[config.mk]
export PLATFORM = sky130hd
export DESIGN_NAME = stream_nasti_mover_sched
export DESIGN_NICKNAME = d
export VERILOG_FILES = /design/src/rtl/stream_nasti_mover_sched.sv
export SDC_FILE = /design/constraint.sdc
export NUM_CORES = 1
export LEC_CHECK = 0
export ABC_CLOCK_PERIOD_IN_PS = 7500
export CORE_AREA = 5 5 266 268
export CTS_CLUSTER_SIZE = 16
export DETAILED_ROUTE_END_ITERATION = 7
export DIE_AREA = 0 0 271 273
export SLEW_MARGIN = 10
export SYNTH_ARGS = -nofsm -noshare
export SYNTH_HDL_FRONTEND = slang
export SYNTH_SLANG_ARGS = --single-unit
[constraint.sdc]
create_clock -name aclk -period 7.5 [get_ports aclk]
set_input_delay 0.75 -clock aclk [delete_from_list [all_inputs] [get_ports aclk]]
set_output_delay 0.75 -clock aclk [all_outputs]
set_load 0.02 [all_outputs]
[src/rtl/stream_nasti_mover_sched.sv]
// stream_nasti_mover_sched: round-robin scheduler issuing DMA write commands to the stream-to-NASTI mover.
module stream_nasti_mover_sched #(
  parameter int NUM_REQ        = 4,
  parameter int ADDR_WIDTH     = 64,
  parameter int DATA_WIDTH     = 64,
  parameter int TIMEOUT_CYCLES = 4096
) (
  input  logic                          aclk,
  input  logic                          areset,
  input  logic [NUM_REQ-1:0]            req_valid,
  input  logic [NUM_REQ*ADDR_WIDTH-1:0] req_addr,
  input  logic [NUM_REQ*ADDR_WIDTH-1:0] req_len,
  output logic [NUM_REQ-1:0]            req_ready,
  input  logic [NUM_REQ-1:0]            req_en,
  output logic [NUM_REQ-1:0]            done,
  output logic                          m_valid,
  output logic [ADDR_WIDTH-1:0]         m_addr,
  output logic [ADDR_WIDTH-1:0]         m_len,
  input  logic                          m_ready,
  output logic [$clog2(NUM_REQ)-1:0]    src_sel,
  output logic                          busy,
  output logic [31:0]                   xfer_cnt,
  output logic                          timeout_err,
  input  logic                          err_clr
);
  localparam int SW    = $clog2(NUM_REQ);
  localparam int SHIFT = $clog2(DATA_WIDTH / 8);
  localparam int TW    = TIMEOUT_CYCLES > 0 ? $clog2(TIMEOUT_CYCLES + 1) : 1;
  localparam logic [ADDR_WIDTH-1:0] MASK = {ADDR_WIDTH{1'b1}} << SHIFT;
  typedef enum logic [1:0] {IDLE, ISSUE, DONE} state_t;
  state_t state, nxt;
  logic [SW-1:0] last, win;
  logic [NUM_REQ-1:0] cand;
  logic [ADDR_WIDTH-1:0] w_addr, w_len;
  logic [TW-1:0] tcnt;
  logic hit, accept, tmo;
  assign cand   = req_valid & req_en;
  assign w_addr = req_addr[win*ADDR_WIDTH +: ADDR_WIDTH] & MASK;
  assign w_len  = req_len[win*ADDR_WIDTH +: ADDR_WIDTH] & MASK;
  assign accept = state == IDLE && hit;
  assign tmo    = TIMEOUT_CYCLES != 0 && state == ISSUE && tcnt == TW'(TIMEOUT_CYCLES - 1);
  // Scanning downward lets the nearest requester after last overwrite the farther ones.
  always_comb begin
    logic [SW-1:0] j;
    j   = '0;
    win = last;
    hit = 1'b0;
    for (int i = NUM_REQ; i >= 1; i--) begin
      j = SW'((int'(last) + i) % NUM_REQ);
      if (cand[j]) begin
        win = j;
        hit = 1'b1;
      end
    end
  end
  always_ff @(posedge aclk or posedge areset)
    if (areset) state <= IDLE;
    else state <= nxt;
  always_comb
    nxt = state == IDLE  ? (hit ? (w_len == '0 ? DONE : ISSUE) : IDLE) :
          state == ISSUE ? (m_ready ? DONE : ISSUE) : IDLE;
  always_comb begin
    m_valid   = state == ISSUE;
    busy      = state != IDLE;
    done      = state == DONE ? NUM_REQ'(1) << src_sel : '0;
    req_ready = accept ? NUM_REQ'(1) << win : '0;
  end
  always_ff @(posedge aclk or posedge areset)
    if (areset) begin
      m_addr      <= '0;
      m_len       <= '0;
      src_sel     <= '0;
      xfer_cnt    <= '0;
      timeout_err <= 1'b0;
      tcnt        <= '0;
      last        <= SW'(NUM_REQ - 1);
    end else begin
      if (accept) begin
        m_addr  <= w_addr;
        m_len   <= w_len;
        src_sel <= win;
      end
      if (state == DONE) begin
        xfer_cnt <= xfer_cnt + 1;
        last     <= src_sel;
      end
      tcnt        <= state != ISSUE ? '0 : tcnt == TW'(TIMEOUT_CYCLES) ? tcnt : tcnt + 1'b1;
      timeout_err <= tmo | (timeout_err & ~err_clr);
    end
endmodule
Word level (Yosys, flattened, before mapping)

Cells that the tools add are included.
Widths: inputs -> output; s select.

Register bits: 174
Input bits: 524
Output and inout bits: 173
Word-level logic and storage cells: 62

Add/subtract/negate cells: 6
Magnitude comparators: 4
Eq/ne operators: 6
Shift-type cells: 4
Multiplexer cells: 25
Bitwise logic cells: 4
Reductions and logical operators: 5

Operators by type and width:

| operator              | count |
|---|---|
| $shiftx 256x9->64     | 2 |
| $logic_not 64->1      | 1 |
| $add 32x1->32 const B | 1 |
| $mux 13               | 2 |
| $mux 2                | 9 |
| $add 13x1->13 const B | 1 |
| $eq 13x12->1 const B  | 1 |
| $eq 13x13->1 const B  | 1 |
| $lt 2x3->1 const B    | 4 |
| $bmux 1 s2            | 4 |
| $mux 1                | 8 |
| $mux 4                | 2 |
| $shl 1x2->4 const A   | 2 |
| $add 2x1->2 const B   | 2 |
| $add 2x2->2 const B   | 2 |
| $and 4x4->4           | 1 |
| $eq 2x1->1 const B    | 1 |
| $eq 2x2->1 const B    | 1 |
| $logic_and 1x1->1     | 2 |
| $logic_not 2->1       | 1 |
| $ne 2x1->1 const B    | 1 |
| $ne 2x2->1 const B    | 1 |
| $reduce_bool 2->1     | 1 |
| $and 1x1->1           | 1 |
| other kinds (2)       | 2 |

Logic depth before layout (Yosys ltp)

Gate-level depths: netlist of run 1.

Depth in word-level cells: 12
Gate-level depth with buffers: 13
Mapped depth without buffers: 9

Worst setup path before layout of run 1

Ideal clock, no wire load.

Path type: input to register
From: input req_valid[2]
To: register state[0]
Library setup time: 0.124 ns
Arrival: 3.491 ns
Required time: 7.376 ns
Setup slack: 3.885 ns
Cell stages on the path: 12
Path buffers: 3
Cell sequence: nand2_1 a32o_1 a211oi_4 buf_2 buf_4 buf_2 mux2i_1 mux2i_1 nor4_1 nand4_1 or4_4 o2bb2ai_1

Word-level cells in the longest chain between the ends: 12
Elaborated cells between the ends (all ways): 22
Those cells by class: shift (1); mux (19); bitwise (1); reduce/logical (1)

RTL lines:

| element                      | RTL line | text |
|---|---|---|
| from (decl)                  | 10       | `input logic [NUM_REQ-1:0] req_valid,` |
| $and 4x4->4 *                | 37       | `assign cand = req_valid & req_en;` |
| $bmux 1 s2                   | 50       | `if (cand[j]) begin` |
| $mux 1 (not written as such) | 50       |  |
| $mux 2 (4 in series)         | 50       |  |
| $shiftx 256x9->64            | 39       | `assign w_len = req_len[win*ADDR_WIDTH +: ADDR_WIDTH] & MASK;` |
| $logic_not 64->1             | 60       | `nxt = state == IDLE ? (hit ? (w_len == '0 ? DONE : ISSUE) : IDLE) :` |
| $mux 2                       | 60       |  |
| $mux 2 * (2 in series)       | 60       |  |
| net nxt[0]                   | 31       | `state_t state, nxt;` |
| to (signal assigned)         | 58       | `else state <= nxt;` |
| to (decl)                    | 31       |  |

Mark *: on every way through the listed nets, which the timed path passes. The rest lies on a longest branch. The select of a mux whose other input is x is not followed.
A chain may end at the register's enable or synchronous reset.

Final worst setup path of run 1

Same ends and word-level chain as after synthesis.

==> results of run 1 <==
worst max-delay path, stage by stage:
cell and delay (ps):
clkdlybuf4s50_1 450, nand2_1 100, a32o_1 280, a211oi_4 340, buf_12 430, mux2i_1 270, mux2i_1 170, nor4_1 910
nand4_1 250, or4_4 650, o2bb2ai_1 150
registers in the layout (all words and copies together), names as in the netlist:
register / cells
state: 2
src_sel: 2
xfer_cnt: 32
tcnt: 13
timeout_err: 1
m_len: 61
last: 2
m_addr: 61
cell usage in the layout (no fill, tap or decap), types with 6 or more instances in the layout:
cell type,netlist,layout
nor2_1,26,25
nand2_1,551,551
xor2_1,19,19
mux2_2,20,20
nor3_1,8,8
a21oi_1,123,123
conb_1,1,6
dfrtp_1,172,172
mux2i_1,163,163
buf_4,11,13
and3_1,8,8
nor4_1,10,10
clkdlybuf4s50_1,0,666
clkbuf_16,0,17
xnor2_1,22,22
nand3_1,14,14
o21ai_0,86,86
nand4_1,13,13
through the flow:
stage	utilization	instances	area, um2	setup WS (ps)
6_report	0.279	2878	19000	2830
5_1_grt	0.279	2878	19000	2840
4_1_cts	0.279	2877	19000	2980
3_5_place_dp	0.270	2845	18400	2430
3_3_place_gp	0.270	2845	18400	2410
2_1_floorplan	-	1379	10900	2040
final cells by class:
cell class	count	area (um2)	share of cell area
Inverter	5	26.3	0.00138
Tap cell	882	1100	0.0581
Clock buffer	18	429	0.0226
Multi-Input combinational cell	1103	6110	0.322
Antenna cell	1	2.50	0.000132
Timing Repair Buffer	681	6800	0.358
Sequential cell	174	4360	0.229
Clock inverter	14	156	0.00824
power by group:
part           leakage (nW)  switching, mW  internal [mW]
registers              2.23          0.217           1.29
clock network         0.283          0.469          0.472
logic                  5.88           2.28           1.63
kinds of logic (layout without fill, tap and decap cells):
kind of cell | Yosys count | count (layout) | synth area share
AO/OA/AOI/OAI | 220 | 220 | 0.107
multiplexers | 183 | 183 | 0.171
flip-flops | 174 | 174 | 0.401
adder cells (fa/ha/maj) | 3 | 3 | 0.00345
other | 1 | 7 | 0.000345
buffers and inverters | 102 | 718 | 0.0428
XOR/XNOR | 41 | 41 | 0.0330
AND/OR/NAND/NOR | 650 | 650 | 0.242
worst paths after layout:
| check | endpoint | slack, ps |
|---|---|---|
| max reg2reg | state[0] | 3070 |
| min | m_len[41] | 480 |
| min in group asynchronous | m_addr[6] | 690 |
| max | state[0] | 2830 |
| min reg2reg | m_len[41] | 480 |
| max in group asynchronous | m_addr[22] | 5530 |
layer usage:
layer  GRT usage  wire, um  up-vias
li1            -         -     5786
met1       0.154     20900     5266
met2       0.230     25200      461
met3      0.0464      4240       47
met4      0.0485      1520        0
met5           0         0        -
==> flow_metrics.env, run 1 <==
export IMPL_finalCriticalPeriod_ps=4670
export IMPL_slew_headroom=0.325
export IMPL_dieArea_um2=74000
export IMPL_cp_required_ps=7830
export IMPL_netlist_area_leader_share=0.396
export IMPL_synth_edf_count=0
export IMPL_nets=2509
export IMPL_whs_path_depth=2
export IMPL_synth_distinct_cells=44
export IMPL_totalWireLength_mm=51.9
export IMPL_fp_coreArea_um2=68100
export IMPL_crit_type="primary input to register"
export IMPL_synth_area_um2=10900
export IMPL_drv_cap=0
export IMPL_via_per_inst=4.02
export IMPL_rows=96
export IMPL_yosysWarnings=0
export IMPL_num_vias=11600
export IMPL_critPathLaunch="req_valid[2]"
export IMPL_startpoint_type="primary input"
export IMPL_synth_ff_type="dfrtp_1"
export IMPL_portBuffers=666
export IMPL_ys_async_sr_fraction=1.00
export IMPL_reg2reg_from="last[0]"
export IMPL_finalClockSkew_ps=22.3
export IMPL_fillers=7365
export IMPL_drt_iter0_markers=433
export IMPL_netlist_top_cell_by_area="dfrtp_1"
export IMPL_antenna_found_initial=3
export IMPL_post_cts_resized=0
export IMPL_finalSetupViolations=0
export IMPL_power_per_cell_area_nw_per_um2=335
export IMPL_grt_pass1_vias=11500
export IMPL_critPathArrivalTime_ps=5010
export IMPL_endpoint_kind="register"
export IMPL_cts_hold_buffers=0
export IMPL_grt_max_degree=106
export IMPL_grt_pass1_wl_mm=74.4
export IMPL_start_util=0.160
export IMPL_path_clk_slew_ps=80
export IMPL_finalPower_mw=6.36
export IMPL_die_y_um=273
export IMPL_synth_common_cells="551 x nand2_1, 172 x dfrtp_1, 163 x mux2i_1"
export IMPL_htreeDepth=4
export IMPL_critPathMaxFanout=105
export IMPL_insertion_delay_ps=480
export IMPL_rsz0062_at_grt="no"
export IMPL_ir_drop_mv=0.306
export IMPL_leakage_nw=8.39
export IMPL_root_buffer="clkbuf_16"
export IMPL_fp_dieW_um=271
export IMPL_ys_ff_latch=174
export IMPL_gp_congestion=0.831
export IMPL_drc_errors=0
export IMPL_hold_ws_ps=478
export IMPL_first_pass_iters=5
export IMPL_hold_violations=0
export IMPL_detail_route_wl_per_cell_um=18.0
export IMPL_slew_viol_final=0
export IMPL_ioPinCount=697
export IMPL_drive_above_1_share=0.0406
export IMPL_hold_start="m_len[41]"
export IMPL_status="finished clean"
export IMPL_synth_yosys_seq_area_share=0.401
export IMPL_reg2reg_depth=10
export IMPL_antenna_left=0
export IMPL_ctsLongestPathBuffers=2
export IMPL_cts_tree="built"
export IMPL_post_cts_buffers=0
export IMPL_fmax_mhz=214
export IMPL_ys_top_cells_by_area="dfrtp_1 40%, nand2_1 19%, mux2i_1 15%"
export IMPL_synthCells=1374
export IMPL_setup_tns_ps=0
export IMPL_avgSynthCellArea_um2=7.92
export IMPL_synth_most_common_cell="nand2_1"
export IMPL_dpl_hpwl_mm=41.2
export IMPL_hp_class="register to register"
export IMPL_clkSinkCount=174
export IMPL_syn2layout_area_growth_pct=74.6
export IMPL_period_share=0.623
export IMPL_tightestPinTransition_ps=1000
export IMPL_overflow=0
export IMPL_grt_use_total=0.134
export IMPL_cts_buffers=17
No activity file was read; power rests on OpenSTA's default activity.
==> inputs of run 2 (changes only) <==
- ABC_CLOCK_PERIOD_IN_PS: 7500 -> 4500
- clock period: 7.5 -> 4.5 ns (I/O delays scaled with it)
==> run 2 against run 1 <==
Net effect: non-clock buffer count grew 19; critical endpoint unchanged; global-route usage increased by 0.33 points; flip-flop and latch count unchanged; critical path type is now register to register; power is 69% higher; largest power group unchanged; final cell count increased by 0.66%.
==> flow_metrics.env, run 2 (synthesis gave the netlist of run 1 again) <==
export IMPL_p_int_mw=5.74
export IMPL_finalClockSkew_ps=23.2
export IMPL_ctsLongestPathBuffers=2
export IMPL_cts_tree="built"
export IMPL_path_clk_slew_ps=80
export IMPL_finalSetupViolations=0
export IMPL_rsz0062_at_grt="no"
export IMPL_final_util=0.282
export IMPL_post_cts_buffers=0
export IMPL_via_per_inst=4.04
export IMPL_finalCriticalPeriod_ps=3990
export IMPL_setup_ws_ps=512
export IMPL_reg_largest_list="m_addr: 61 flops, m_len: 61 flops, xfer_cnt: 32 flops"
export IMPL_critPathSlowestCell="dfstp_2"
export IMPL_totalWireLength_mm=53.0
export IMPL_fmax_mhz=251
export IMPL_nets=2528
export IMPL_detail_route_wl_per_cell_um=18.3
export IMPL_ir_drop_mv=0.244
export IMPL_htreeDepth=4
export IMPL_antenna_left=0
export IMPL_setup_tns_ps=0
export IMPL_final_cell_mix="666 x clkdlybuf4s50_1, 551 x nand2_1, 172 x dfrtp_1"
export IMPL_hp_class="primary input to asynchronous set/reset pin"
export IMPL_portBuffers=666
export IMPL_critPathArrivalTime_ps=4320
export IMPL_slew_headroom=0.419
export IMPL_gp_congestion=0.860
export IMPL_cts_hold_buffers=0
export IMPL_dpl_hpwl_mm=43.1
export IMPL_cp_slowest_stage_delay_ps=630
export IMPL_first_pass_iters=5
export IMPL_clkSinkCount=174
export IMPL_ioPinCount=697
export IMPL_startpoint_type="register"
export IMPL_drc_errors=0
export IMPL_hold_ws_ps=453
export IMPL_final_common_cell="clkdlybuf4s50_1"
export IMPL_critPathMaxFanout=29
export IMPL_slew_viol_final=0
export IMPL_fin_area_um2=19200
export IMPL_placed_area_um2=18600
export IMPL_instances_no_fill=2897
export IMPL_num_vias=11700
export IMPL_cp_cell_sequence="nand4b_1 -> o31ai_4 -> a211oi_4 -> buf_12 -> buf_12 -> buf_4 -> mux2i_1 -> mux2i_1 -> nor4_1 -> buf_4 -> nand4_1 -> or4_4 -> o2bb2ai_1"
export IMPL_crit_type="register to register"
export IMPL_p_sw_mw=5.04
export IMPL_period_share=0.886
export IMPL_grt_max_degree=91
export IMPL_syn2layout_area_growth_pct=76.7
export IMPL_start_util=0.160
export IMPL_power_frac_clock=0.145
export IMPL_die_y_um=273
export IMPL_insertion_delay_ps=490
export IMPL_overflow=0
export IMPL_post_cts_resized=0
export IMPL_antenna_found_initial=4
export IMPL_finalPower_mw=10.8
export IMPL_root_buffer="clkbuf_16"
export IMPL_tightestPinTransition_ps=869
export IMPL_grt_use_total=0.137
export IMPL_rows=96
export IMPL_p_comb_frac=0.622
export IMPL_cts_buffers=17
export IMPL_leakage_nw=8.51
export IMPL_grt_pass1_wl_mm=76.1
export IMPL_dp_cells=2864
export IMPL_drv_cap=0
export IMPL_fp_coreArea_um2=68100
export IMPL_p_seq_frac=0.233
export IMPL_pre_cts_slack_ps=51.7
export IMPL_dieArea_um2=74000
export IMPL_power_per_cell_area_nw_per_um2=561
export IMPL_swShare=0.468
export IMPL_fillers=7348
export IMPL_drt_iter0_markers=458
export IMPL_fp_dieW_um=271
export IMPL_status="finished clean"
export IMPL_cp_required_ps=4840
export IMPL_drive_above_1_share=0.0501
export IMPL_grt_pass1_vias=12100
export IMPL_endpoint_kind="register"
export IMPL_hold_violations=0
==> run 2: area by class of cell <==
type / count / area, um2 / area share
flip-flops and latches: 174 / 4360 / 0.227
diodes: 1 / 2.50 / 0.000130
clock inverters: 15 / 169 / 0.00879
clock buffers: 17 / 425 / 0.0221
inverters: 5 / 22.5 / 0.00117
well taps: 882 / 1100 / 0.0574
repair buffers: 700 / 7020 / 0.365
multi-input cells: 1103 / 6110 / 0.318
==> run 2: path summary, 6_finish.rpt <==
kind                            cells past startpoint         start      endpoint  slack (ps)
worst max-delay path                               13       last[0]      state[0]         510
worst min-delay path                                3        areset  xfer_cnt[22]         450
worst max register to register                     13       last[0]      state[0]         510
worst min register to register                      1  xfer_cnt[31]  xfer_cnt[31]         470
max in group asynchronous                           3        areset     m_len[63]        3520
min in group aclk                                   1  xfer_cnt[31]  xfer_cnt[31]         470
==> run 2: critical path: cells and delay by family (launching register included) <==
family / cells / cell delay (ps)
AOI/OAI and AO/OA: 3 / 530
buffers and inverters: 4 / 880
DFF: 1 / 630
muxes: 2 / 300
and+or+nand+nor: 4 / 1430
==> run 2: power by group through the flow <==
stage	clock, mW	sequential (mW)	combinational [mW]
after floorplan	0	3.14	3.21
after global placement	0	2.53	6.79
after detailed placement	0	2.54	6.82
after CTS	1.66	2.52	6.84
after global routing	1.70	2.59	7.32
final	1.57	2.51	6.70
==> run 2: layer usage <==
layer | global-route usage | wire length (um) | part of all wire | up-vias
met1 | 0.151 | 20400 | 0.38 | 5309
met3 | 0.0484 | 4390 | 0.083 | 72
met2 | 0.239 | 26200 | 0.49 | 480
li1 | - | - | - | 5834
met5 | 0 | 34 | 0.00064 | -
met4 | 0.0596 | 2060 | 0.039 | 4
